**config.mk**
```make
export PLATFORM = sky130hd
export DESIGN_NAME = shift_sequencer
export DESIGN_NICKNAME = d
export VERILOG_FILES = /design/src/rtl/shift_sequencer.sv
export SDC_FILE = /design/constraint.sdc
export NUM_CORES = 1
export LEC_CHECK = 0
export CAP_MARGIN = 20
export CORE_MARGIN = 1
export CORE_UTILIZATION = 38
export CTS_BUF_LIST = sky130_fd_sc_hd__clkbuf_8 sky130_fd_sc_hd__clkbuf_16
export CTS_CLUSTER_SIZE = 14
export DETAILED_ROUTE_END_ITERATION = 10
export PLACE_DENSITY_LB_ADDON = 0.25
export SYNTH_ARGS = -nofsm -noshare
export SYNTH_HDL_FRONTEND = slang
export SYNTH_SLANG_ARGS = --single-unit
```
**constraint.sdc**
```tcl
create_clock -name clk -period 1.98 [get_ports clk]
set_input_delay 0.495 -clock clk [delete_from_list [all_inputs] [get_ports clk]]
set_output_delay 0.495 -clock clk [all_outputs]
set_load 0.01 [all_outputs]
```
**src/rtl/shift_sequencer.sv**
```systemverilog
// Multi-cycle shift controller: drives an external single-position shifter once per
// cycle until the requested amount is consumed, then pulses done for one cycle.
module shift_sequencer #(
   parameter int DATA_W = 16,
   parameter int AMT_W  = 4
) (
   input  logic              clk,
   input  logic              reset,
   input  logic              start,
   input  logic [1:0]        op,
   input  logic [AMT_W-1:0]  amount,
   input  logic [DATA_W-1:0] din,
   input  logic [DATA_W-1:0] sh_out,
   output logic [DATA_W-1:0] sh_bin,
   output logic [1:0]        sh_shift,
   output logic [DATA_W-1:0] dout,
   output logic              busy,
   output logic              done
);

   typedef enum logic [1:0] {
      IDLE  = 2'd0,
      SHIFT = 2'd1,
      DONE  = 2'd2
   } state_t;

   state_t             state, state_n;
   logic [DATA_W-1:0]  work, work_n;
   logic [AMT_W-1:0]   cnt, cnt_n;
   logic [1:0]         op_r, op_n;

   always_ff @(posedge clk) begin
      if (reset) begin
         state <= IDLE;
         work  <= '0;
         cnt   <= '0;
         op_r  <= '0;
      end else begin
         state <= state_n;
         work  <= work_n;
         cnt   <= cnt_n;
         op_r  <= op_n;
      end
   end

   always_comb begin
      state_n = state;
      work_n  = work;
      cnt_n   = cnt;
      op_n    = op_r;
      case (state)
         IDLE: begin
            if (start) begin
               work_n = din;
               cnt_n  = amount;
               op_n   = op;
               // A zero amount or pass-through code needs no shifter cycles
               state_n = (amount == '0 || op == 2'b00) ? DONE : SHIFT;
            end
         end
         SHIFT: begin
            work_n = sh_out;
            cnt_n  = cnt - AMT_W'(1);
            if (cnt == AMT_W'(1)) state_n = DONE;
         end
         DONE:    state_n = IDLE;
         default: state_n = IDLE;
      endcase
   end

   assign sh_bin   = work;
   assign sh_shift = (state == SHIFT) ? op_r : 2'b00;
   assign dout     = work;
   assign busy     = (state == SHIFT) || (state == DONE);
   assign done     = (state == DONE);

endmodule
```
==> results_dict.tcl <==
set metrics [dict create \
    wl_um 3490 \
    p_leak_nw 0.787 \
    post-place-ws_ns 0.171 \
    dieWidth_um 62.1 \
    grt_first_pass_wirelength_um 4970 \
    dpl.hpwl_um 2460 \
    pwr-share-seq_pct 35.1 \
    crit_type "register to output pin" \
    syn_to_final_growth_pct 54.6 \
    grt_max_degree 37 \
    place_congestion 0.782 \
    clock-root-buffer "clkbuf_8" \
    layout_commonest_cell "clkdlybuf4s50_1" \
    antenna_cells_inserted 0 \
    ff2ff_path_depth 4 \
    drc 0 \
    grt_antenna_before_repair 0 \
    rsz0062_at_grt "false" \
    vias 1316 \
    grt_overflow 0 \
    fmax_mhz 533 \
    critPathSlowestCell "clkdlybuf4s50_1" \
    syn_inst 155 \
    hp-class "register to register" \
    cts_buffers 3 \
    grt_pass1_vias 1146 \
    fp.dieH_um 62.1 \
    power_frac_clock_pct 24.5 \
    final_cell_mix "73 x clkdlybuf4s50_1, 23 x dfxtp_1, 19 x nor2_1, 17 x mux2i_1, 16 x a211oi_1" \
    h-tree-depth 1 \
    switchingPower_w 0.000531 \
    first_iter_violations 41 \
    path_max_fanout 3 \
    rows 21 \
    clkSinkCount 24 \
    cts_tree "yes" \
    power_frac_comb_pct 40.4 \
    cp_num_buf_inv 2 \
    path_cells "inv_1 > ha_1 > clkdlybuf4s50_1" \
    nets 259 \
    outcome "finished clean" \
    worstSkewPairLatency_ns 0.27 \
    max-clock-path-buffers 2 \
    crit_end "done" \
    crit_family "buffers and inverters" \
    syn_avg_cell_area_um2 8.85 \
    final.setup.worst_slack_ns 0.102 \
    routedWlPerCell_um 13.5 \
    boundaryPins 77 \
    drtPass1Iterations 4 \
    synth.distinct_cells 29 \
    critPathArrivalTime_ns 1.38 \
    worst_clock_skew_ns 0.00392 \
    reg2reg_to "dout[4]" \
    period_minus_slack_ns 1.88 \
    synthesis.area_mm2 0.00137 \
    fp.coreArea_mm2 0.00339 \
    numPortBuffers 76 \
    required_ns 1.48 \
    tns_ns 0 \
    viasPerCell 5.10 \
    period_share_pct 94.8 \
    ir_drop_uv 381 \
    r2r_slack_ns 0.22 \
    num-fill-cells 272 \
    die-area_mm2 0.00385 \
    cp.depth 3 \
    grt_usage_pct 17.5 \
    slowest_delay_ns 0.53 \
    clkTransAtPathRegs_ns 0.09 \
    ys_ff_latch 24 \
    cp-start-kind "register" \
    seq_area_frac_synth_pct 35.0 \
    p_per_area_mw_per_mm2 831 \
    slew_headroom_pct 72.1 \
    maxCapViolations 0 \
    syn_nets 201 \
    worstSetupStartpoint "state[0]" \
    setup_viol 0 \
    hold_viol 0 \
    r2r-start "state[1]" \
    swShare_pct 30.2 \
    final_max_slew_viol_count 0 \
    final_core_util_pct 62.5 \
    p_int_w 0.00123 \
    ys_warn_count 0 \
    postRouteAntennaNets 0 \
    start_util_pct 40.5 \
    drive_above_1_share_pct 6.60 \
    worstSetupEndpointType "output pin" \
    cts_setup_buffers 0 \
    cts_hold_buf 0 \
    tightest_slew_ns 0.418 \
]
## synthesized netlist by cell type
library cell	instances	area share [%]
a2111o_1	1	0.82
a211o_1	1	0.64
a211oi_1	16	8.8
a21oi_1	7	2.6
a31oi_1	1	0.46
and2_1	2	0.91
and3b_2	1	0.73
buf_2	8	2.9
buf_4	16	8.8
buf_6	1	0.82
clkbuf_1	3	0.82
dfxtp_1	24	35
ha_1	5	4.6
inv_1	5	1.4
mux2_4	1	1.1
mux2i_1	17	12
nand2_1	5	1.4
nand3_1	3	1.1
nand3b_1	1	0.55
nor2_1	19	5.2
nor2b_1	5	2.3
nor3_1	1	0.36
nor4_1	1	0.46
nor4b_1	1	0.64
nor4bb_1	1	0.73
o211ai_1	2	1.1
o21ai_0	3	1.1
o31ai_1	3	1.6
or3b_4	1	0.82
## layout make-up
class                           count  area, um2  share of cell area [%]
Clock inverter                      1       30.0                    1.42
Multi-Input combinational cell     99        703                    33.2
Tap cell                           46       57.6                    2.72
Inverter                            5       18.8                   0.885
Sequential cell                    24        482                    22.7
Timing Repair Buffer               80        787                    37.1
Clock buffer                        3       41.3                    1.95
## cells by family after synthesis
group                    Yosys count  synth area share (%)
AO/OA/AOI/OAI                     34                  17.1
adder cells (fa/ha/maj)            5                  4.56
buffers and inverters             33                  14.7
flip-flops                        24                  35.0
multiplexers                      18                  13.5
AND/OR/NAND/NOR                   41                  15.1
## layer usage
metal  track usage [%]  up-vias  part of all wire, %
li1                  -      646                    -
met1              19.9      614                   42
met2              32.4       52                   52
met3              2.48        4                  5.2
met4              6.98        0                 0.83
met5                 0        -                    0
## power groups by stage
stage	logic (W)	registers [W]	clock network, W
detailed placement	0.000703	0.000629	0
global route	0.000782	0.000632	0.000455
floorplan	0.000408	0.000645	0
CTS	0.000701	0.000620	0.000436
finish	0.000712	0.000619	0.000432
global placement	0.000689	0.000624	0
## stage by stage
| step | cell area [um2] | hold slack (ns) | cells | power (W) |
|---|---|---|---|---|
| after floorplan | 1370 | 0.432 | 155 | 0.00105 |
| after global placement | 2040 | 0.450 | 253 | 0.00131 |
| after detailed placement | 2040 | 0.456 | 253 | 0.00133 |
| after CTS | 2110 | 0.470 | 257 | 0.00176 |
| after global routing | 2120 | 0.497 | 258 | 0.00187 |
| final | 2120 | 0.468 | 258 | 0.00176 |
## state kept, by name (all words and copies together), names as in the netlist
name,cells
state,2
dout,16
cnt,4
op_r,2
## worst min-delay path, cell delays in order, from the launching register on
cell     delay [ns]
dfxtp_1        0.32
nand2_1        0.06
a21oi_1        0.05
## how the worst min path moves through the flow
stage                     startpoint      end  cells past startpoint
after floorplan              op_r[0]  op_r[0]                      2
after global placement       op_r[1]  op_r[1]                      2
after detailed placement     op_r[0]  op_r[0]                      2
after CTS                    op_r[0]  op_r[0]                      2
after global routing         op_r[0]  op_r[0]                      2
final                        op_r[0]  op_r[0]                      2
## timing repair
action                                  in CTS  in global routing
resized for setup                            5                  0
endpoints found under the setup margin       3                  1
cloned                                       0                  1
Note: power is estimated with default switching activity, not from simulation.
